### src/rtl/alarm_bus_pkg.sv
// rtl/alarm_bus_pkg.sv - shared types, constants and helpers for the alarm bus poller
//
// Contents:
//   state_t      poller FSM encoding (IDLE, GRANT, SAMPLE, GAP)
//   PRESENT_BIT  position of the station "present" bit for the default 8-bit bus
//   CODE_NONE    alarm code meaning "no alarm"
//   room_w()     width of a room index for a given station count
//   present_bit() position of the present bit for an arbitrary bus width
package alarm_bus_pkg;

    typedef enum logic [1:0] {
        ST_IDLE   = 2'd0,
        ST_GRANT  = 2'd1,
        ST_SAMPLE = 2'd2,
        ST_GAP    = 2'd3
    } state_t;

    localparam int DEFAULT_N   = 8;
    localparam int PRESENT_BIT = DEFAULT_N - 1;
    localparam int CODE_NONE   = 0;

    // A single-station bus still needs a one-bit index.
    function automatic int room_w(input int rooms);
        return (rooms > 1) ? $clog2(rooms) : 1;
    endfunction

    function automatic int present_bit(input int n);
        return n - 1;
    endfunction

endpackage

### src/rtl/alarm_room_status.sv
// rtl/alarm_room_status.sv - per-room miss counter, fault flag and latched alarm
//
// Ports:
//   clk, reset_n   clock and synchronous active-low reset
//   update         one-cycle strobe: this room's registered sample is being evaluated
//   present        present bit of the sample
//   has_code       sample carries a non-zero alarm code
//   ack            level-sensitive nurse acknowledge, clears alarm_active
//   alarm_active   latched alarm for this room
//   fault          station has missed MISS_LIMIT consecutive polls
module alarm_room_status #(
    parameter int MISS_LIMIT = 3
) (
    input  logic clk,
    input  logic reset_n,
    input  logic update,
    input  logic present,
    input  logic has_code,
    input  logic ack,
    output logic alarm_active,
    output logic fault
);

    localparam logic [2:0] LIMIT = 3'(MISS_LIMIT);

    logic [2:0] miss_cnt;
    logic       new_alarm;

    assign new_alarm = update && present && has_code;

    always_ff @(posedge clk) begin
        if (!reset_n) begin
            miss_cnt     <= '0;
            fault        <= 1'b0;
            alarm_active <= 1'b0;
        end else begin
            if (update) begin
                if (!present) begin
                    if (miss_cnt != LIMIT) begin
                        miss_cnt <= miss_cnt + 3'd1;
                    end
                end else begin
                    miss_cnt <= '0;
                end
            end
            // Fault follows the counter one edge later, so it both sets and
            // clears on the cycle after the counter changes.
            fault        <= (miss_cnt == LIMIT);
            // A fresh alarm overrides a simultaneous acknowledge.
            alarm_active <= new_alarm | (alarm_active & ~ack);
        end
    end

endmodule

### src/rtl/alarm_bus_poller.sv
// rtl/alarm_bus_poller.sv - round-robin master for the shared room-alarm bus
//
// Ports:
//   clk, reset_n   clock and synchronous active-low reset
//   poll_en        level-sensitive polling enable
//   bus_in         resolved shared bus (reads 0 when undriven)
//   ack            per-room nurse acknowledge
//   drv_en         one-hot tristate grant to the stations
//   busy           FSM is not in IDLE
//   room_id        room of the most recent alarm event
//   alarm_code     code of the most recent alarm event
//   alarm_valid    one-cycle pulse per alarm event
//   alarm_active   latched alarm per room
//   fault          non-responsive station flag per room
module alarm_bus_poller
    import alarm_bus_pkg::*;
#(
    parameter int N          = 8,
    parameter int ROOMS      = 4,
    parameter int SETTLE     = 2,
    parameter int MISS_LIMIT = 3
) (
    input  logic                      clk,
    input  logic                      reset_n,
    input  logic                      poll_en,
    input  logic [N-1:0]              bus_in,
    input  logic [ROOMS-1:0]          ack,
    output logic [ROOMS-1:0]          drv_en,
    output logic                      busy,
    output logic [room_w(ROOMS)-1:0]  room_id,
    output logic [N-2:0]              alarm_code,
    output logic                      alarm_valid,
    output logic [ROOMS-1:0]          alarm_active,
    output logic [ROOMS-1:0]          fault
);

    localparam int              RW          = room_w(ROOMS);
    localparam int              PBIT        = present_bit(N);
    localparam logic [RW-1:0]   LAST_ROOM   = RW'(ROOMS - 1);
    localparam logic [3:0]      SETTLE_LAST = 4'(SETTLE - 1);

    state_t        state;
    state_t        state_nxt;
    logic [3:0]    settle_cnt;
    logic [RW-1:0] ptr;
    logic [N-1:0]  sample;
    logic          update;
    logic          present;
    logic          has_code;

    // State register
    always_ff @(posedge clk) begin
        if (!reset_n) begin
            state <= ST_IDLE;
        end else begin
            state <= state_nxt;
        end
    end

    // Next-state logic. Once a slot starts it always runs through GAP, so
    // dropping poll_en only takes effect at the slot boundary.
    always_comb begin
        state_nxt = state;
        case (state)
            ST_IDLE:   if (poll_en) state_nxt = ST_GRANT;
            ST_GRANT:  if (settle_cnt == SETTLE_LAST) state_nxt = ST_SAMPLE;
            ST_SAMPLE: state_nxt = ST_GAP;
            ST_GAP:    state_nxt = poll_en ? ST_GRANT : ST_IDLE;
            default:   state_nxt = ST_IDLE;
        endcase
    end

    // Outputs decoded from state; GAP keeps every enable low for turnaround.
    always_comb begin
        drv_en = '0;
        if (state == ST_GRANT || state == ST_SAMPLE) begin
            drv_en[ptr] = 1'b1;
        end
        busy = (state != ST_IDLE);
    end

    // Slot counter, room pointer and sample register
    always_ff @(posedge clk) begin
        if (!reset_n) begin
            settle_cnt <= '0;
            ptr        <= '0;
            sample     <= '0;
        end else begin
            settle_cnt <= (state == ST_GRANT) ? settle_cnt + 4'd1 : 4'd0;
            if (state == ST_SAMPLE) begin
                sample <= bus_in;
            end
            if (state == ST_GAP) begin
                ptr <= (ptr == LAST_ROOM) ? '0 : ptr + RW'(1);
            end
        end
    end

    assign update   = (state == ST_GAP);
    assign present  = sample[PBIT];
    assign has_code = (sample[N-2:0] != (N-1)'(CODE_NONE));

    // Event outputs; alarm_code/room_id hold between events.
    always_ff @(posedge clk) begin
        if (!reset_n) begin
            alarm_valid <= 1'b0;
            alarm_code  <= '0;
            room_id     <= '0;
        end else begin
            alarm_valid <= update && present && has_code;
            if (update && present && has_code) begin
                alarm_code <= sample[N-2:0];
                room_id    <= ptr;
            end
        end
    end

    for (genvar i = 0; i < ROOMS; i++) begin : g_room
        alarm_room_status #(
            .MISS_LIMIT (MISS_LIMIT)
        ) u_status (
            .clk          (clk),
            .reset_n      (reset_n),
            .update       (update && (ptr == RW'(i))),
            .present      (present),
            .has_code     (has_code),
            .ack          (ack[i]),
            .alarm_active (alarm_active[i]),
            .fault        (fault[i])
        );
    end

endmodule
### config.mk
export PLATFORM = sky130hd
export DESIGN_NAME = alarm_bus_poller
export DESIGN_NICKNAME = d
export VERILOG_FILES = /design/src/rtl/alarm_bus_pkg.sv /design/src/rtl/alarm_room_status.sv /design/src/rtl/alarm_bus_poller.sv
export SDC_FILE = /design/constraint.sdc
export NUM_CORES = 1
export LEC_CHECK = 0
export ABC_AREA = 0
export BUFFER_PORTS_ARGS = -buffer_cell sky130_fd_sc_hd__buf_2
export CORE_MARGIN = 10
export CORE_UTILIZATION = 39
export DETAILED_ROUTE_END_ITERATION = 6
export PLACE_DENSITY = 0.68
export RECOVER_POWER = 25
export SLEW_MARGIN = 10
export SYNTH_ARGS = -nofsm -noshare
export SYNTH_HDL_FRONTEND = slang
export SYNTH_SLANG_ARGS = --single-unit
### constraint.sdc
create_clock -name clk -period 1.6 [get_ports clk]
set_input_delay 0.16 -clock clk [delete_from_list [all_inputs] [get_ports clk]]
set_output_delay 0.16 -clock clk [all_outputs]
set_load 0.03 [all_outputs]
==> summary.md <==
Number of routed nets with antenna violations: 0. Yosys mapped a number of flops with a built-in enable equal to 0. The path type of the worst min-delay path was in2reg.

Detailed routing inserted a total of 1,596 vias. The share of the clock period used by the worst path after layout was 97.77%; the total internal power was 0.001959 W. The utilization after layout is 49.85%. The worst slack at placement was -0.04210 ns. The tools report the sequential fraction of the synthesis area as 44.39%. The worst setup path is captured at a flop. The flow ran to the end, and the final reports show no timing, DRC or antenna violations. The tools report the power consumption as 0.002890 W. The mapped netlist covers 2074 um2. The max-slew violation count is 0, and the largest fanout on the critical path is 6. The initial cell density of the core is 40.36%, and the number of rows in the core area is 26.

Combinational logic is responsible for 30.4% of the overall power. Maximum buffer depth of the clock tree: 2. The clock network burns 23.2% of the power. The worst path arrival time is 1.80 ns, and the per-cell routed wire length is 12.82 um. The DRC marker count from the first detailed-route iteration was 50.

For this run, the post-layout net count is 296. After legalization and detailed placement, the total HPWL measured 3123 um. After clock tree synthesis, the clock-pin slew on the worst setup and hold paths is 0.08 ns. In this run the count of I/O pins placed on the die edge is 38. The clock period could shrink to 1.564 ns. Port buffering added 37 buffers. Hold repair after CTS inserted 0 buffers. For the number of hold violations in the final report, the log shows 0. The top cell type by area accounts for 44.39% of the synthesized area.

For the antenna diode count, the log shows 0. For the count of clock tree sinks, the log shows 46. The setup path with the least slack is of type reg2reg. Number of synthesis warnings: 0. The tools report the largest net degree at the start of global routing as 27. The tree is rooted in a clkbuf_8.

The worst-case IR drop observed on VDD is 0.0008320 V. Buffers inserted during clock tree synthesis total 5. Setup repair after global routing could not meet its margin everywhere. The reported leakage power was 0.9984 nW. The H-tree was split into 2 levels. Synthesis handed over a netlist of 218 instances. At the end of routability-driven placement, the weighted congestion stood at 0.6998. The residual overflow from global routing came out at 0. Per report_power, the sequential group accounts for 46.4% of the total. The maximum clock rate was 639.3 MHz; the async set-or-reset flop fraction in the synthesized netlist was 0%. For the smallest hold slack, the log shows 0.03533 ns. For this run, design rule violations remaining after detail routing come to 0. The number of optimization iterations in the first detailed-route pass was 4; the cell total after placement was 320. The dominant synthesized flop cell is dfxtp_1. The average vias per placed instance came out at 4.807. The floorplan step defined a die boundary enclosing 8636 um2.

TritonCTS built the clock tree. Cells with a size suffix above 1 make up 35.11% of the layout. Summed over all nets, the switching power comes to 0.0009317 W.

By area the synthesized netlist is led by dfxtp_1, ha_1, mux2i_1. The mean area per synthesized cell was 9.516 um2. The worst setup path is launched from a flop. The run gives 0 as the max-cap check violation count. Setup violations remaining at the end of the flow were counted as 0.

Measured along the x axis, the die boundary spans 92.93 um. The number of antenna violations at the first check in global routing came out at 1. Wires add up to 4257 um.

The worst-case headroom to the max-slew limit is 74.00%, and the area growth from synthesis to final layout is 23.52%. The run gives 0.29 ns as the clock latency on the worst-skew pair. For the final database, setup skew stands at 0.004126 ns.

The tools report the global-route wire length before repair as 6879 um. For the worst setup path, the data required time is 1.83 ns. The power density over cell area was 1128 nW/um2; the overall routing resource usage was 9.574%.

Counting flops and latches in the post-synthesis netlist gives 46. Across all setup checks in the final design, the least slack found is 0.03575 ns. At the pin with the least slew margin, the transition time is 0.3917 ns. The floorplan step defined a core boundary enclosing 5140 um2. The filler-free cell count of the finished design was 332; the number of global-route vias before repair was 1,522. The die is 92.93 um tall. Largest area contributor in the netlist: dfxtp_1.

The number of different library cells in the post-synthesis netlist was 32; the switching share of power was 32.24%. The net count after synthesis is 252.
[flip-flops by register name, indices dropped and copies added (netlist names)]
register and count:
g_room.u_status.miss_cnt 12, g_room.u_status.fault 4, room_id 2, state 2, g_room.u_status.alarm_active 4, alarm_code 7, sample 8, ptr 2
settle_cnt 4, alarm_valid 1
[cell usage in the layout (no fill, tap or decap), types with 2 or more instances in the layout]
master	n
a21oi_1	10
a21oi_2	4
a22oi_1	2
a22oi_2	4
and2_1	4
buf_2	23
buf_4	22
clkbuf_1	11
clkbuf_8	5
dfxtp_1	39
dfxtp_2	7
ha_1	12
ha_2	3
ha_4	4
inv_1	11
inv_2	5
mux2i_1	10
nand2_1	22
nand3_1	3
nor2_1	24
o211ai_1	4
o22ai_1	3
o31ai_1	2
or3_1	6
or3_4	2
or3b_2	2
or3b_4	3
[synth_stat cells (2+ instances only)]
cell and number:
dfxtp_1 46, nor2_1 24, nand2_1 22, ha_1 19
inv_1 16, a21oi_1 14, mux2i_1 10, buf_4 8
clkbuf_1 8, or3_1 8, a22oi_1 5, or3b_2 5
and2_1 4, nand3_1 4, o211ai_1 4, o22ai_1 3
buf_6 2, o31ai_1 2
[worst paths after layout]
path,startpoint,end,slack [ns],cells after the start
min,ack[0],g_room[0].u_status.alarm_active,0.04,2
min reg2reg,alarm_code[5],alarm_code[5],0.45,2
max reg2reg,sample[2],alarm_code[1],0.04,5
max,sample[2],alarm_code[1],0.04,5
[final cells by class]
| class | instances | area, um2 |
|---|---|---|
| inverters | 16 | 60.06 |
| clock buffers | 6 | 72.57 |
| multi-input cells | 137 | 1076 |
| repair buffers | 56 | 329.1 |
| well taps | 70 | 87.58 |
| clock inverters | 1 | 7.507 |
| fillers | 511 | 2577 |
| flip-flops and latches | 46 | 929.6 |
[power groups by stage]
| stage | Sequential, W | Clock [W] | Combinational, W |
|---|---|---|---|
| 6_report | 0.00134 | 0.000669 | 0.000879 |
| 5_1_grt | 0.00136 | 0.000745 | 0.000962 |
| 4_1_cts | 0.00133 | 0.000688 | 0.000801 |
| 3_5_place_dp | 0.00135 | 0 | 0.000727 |
| 3_3_place_gp | 0.00135 | 0 | 0.000718 |
| 2_1_floorplan | 0.00132 | 0 | 0.000543 |
[worst max-delay path: stages, from the launching register on]
cell and delay, ns:
dfxtp_2 0.33, or4_4 0.54, o41ai_4 0.25, buf_4 0.22, a22oi_1 0.07, nor2_1 0.09
[layer usage]
layer	wire [um]	share of wire (%)	track usage [%]	vias up
met2	2017	47	15.95	22
met1	1916	45	10.70	757
li1	-	-	-	806
met4	85	2.0	4.242	2
met3	224	5.3	3.471	9
met5	13	0.31	0	-
[cell families (layout without fill, tap and decap cells)]
family / Yosys count / in the layout / synth area share (%)
AND/OR/NAND/NOR: 71 / 71 / 16.53
flip-flops: 46 / 46 / 44.39
AO/OA/AOI/OAI: 35 / 35 / 12.06
buffers and inverters: 35 / 79 / 9.892
adder cells (fa/ha/maj): 19 / 19 / 11.46
multiplexers: 10 / 10 / 4.825
XOR/XNOR: 2 / 2 / 0.8445
[stage by stage]
step / instance area (um2) / setup TNS [ns]
floorplan: 2076 / -0.009188
global placement: 2307 / -0.004201
detailed placement: 2307 / -0.04210
CTS: 2416 / 0
global route: 2562 / -0.3174
finish: 2562 / 0
[timing repair]
item | 4_1_cts | 5_1_grt
setup endpoints to repair | 5 | 31
resized for setup | 6 | 39
setup buffers | 0 | 5
pin swaps | 0 | 9
cloned | 0 | 0
No activity file was read; power rests on OpenSTA's default activity.
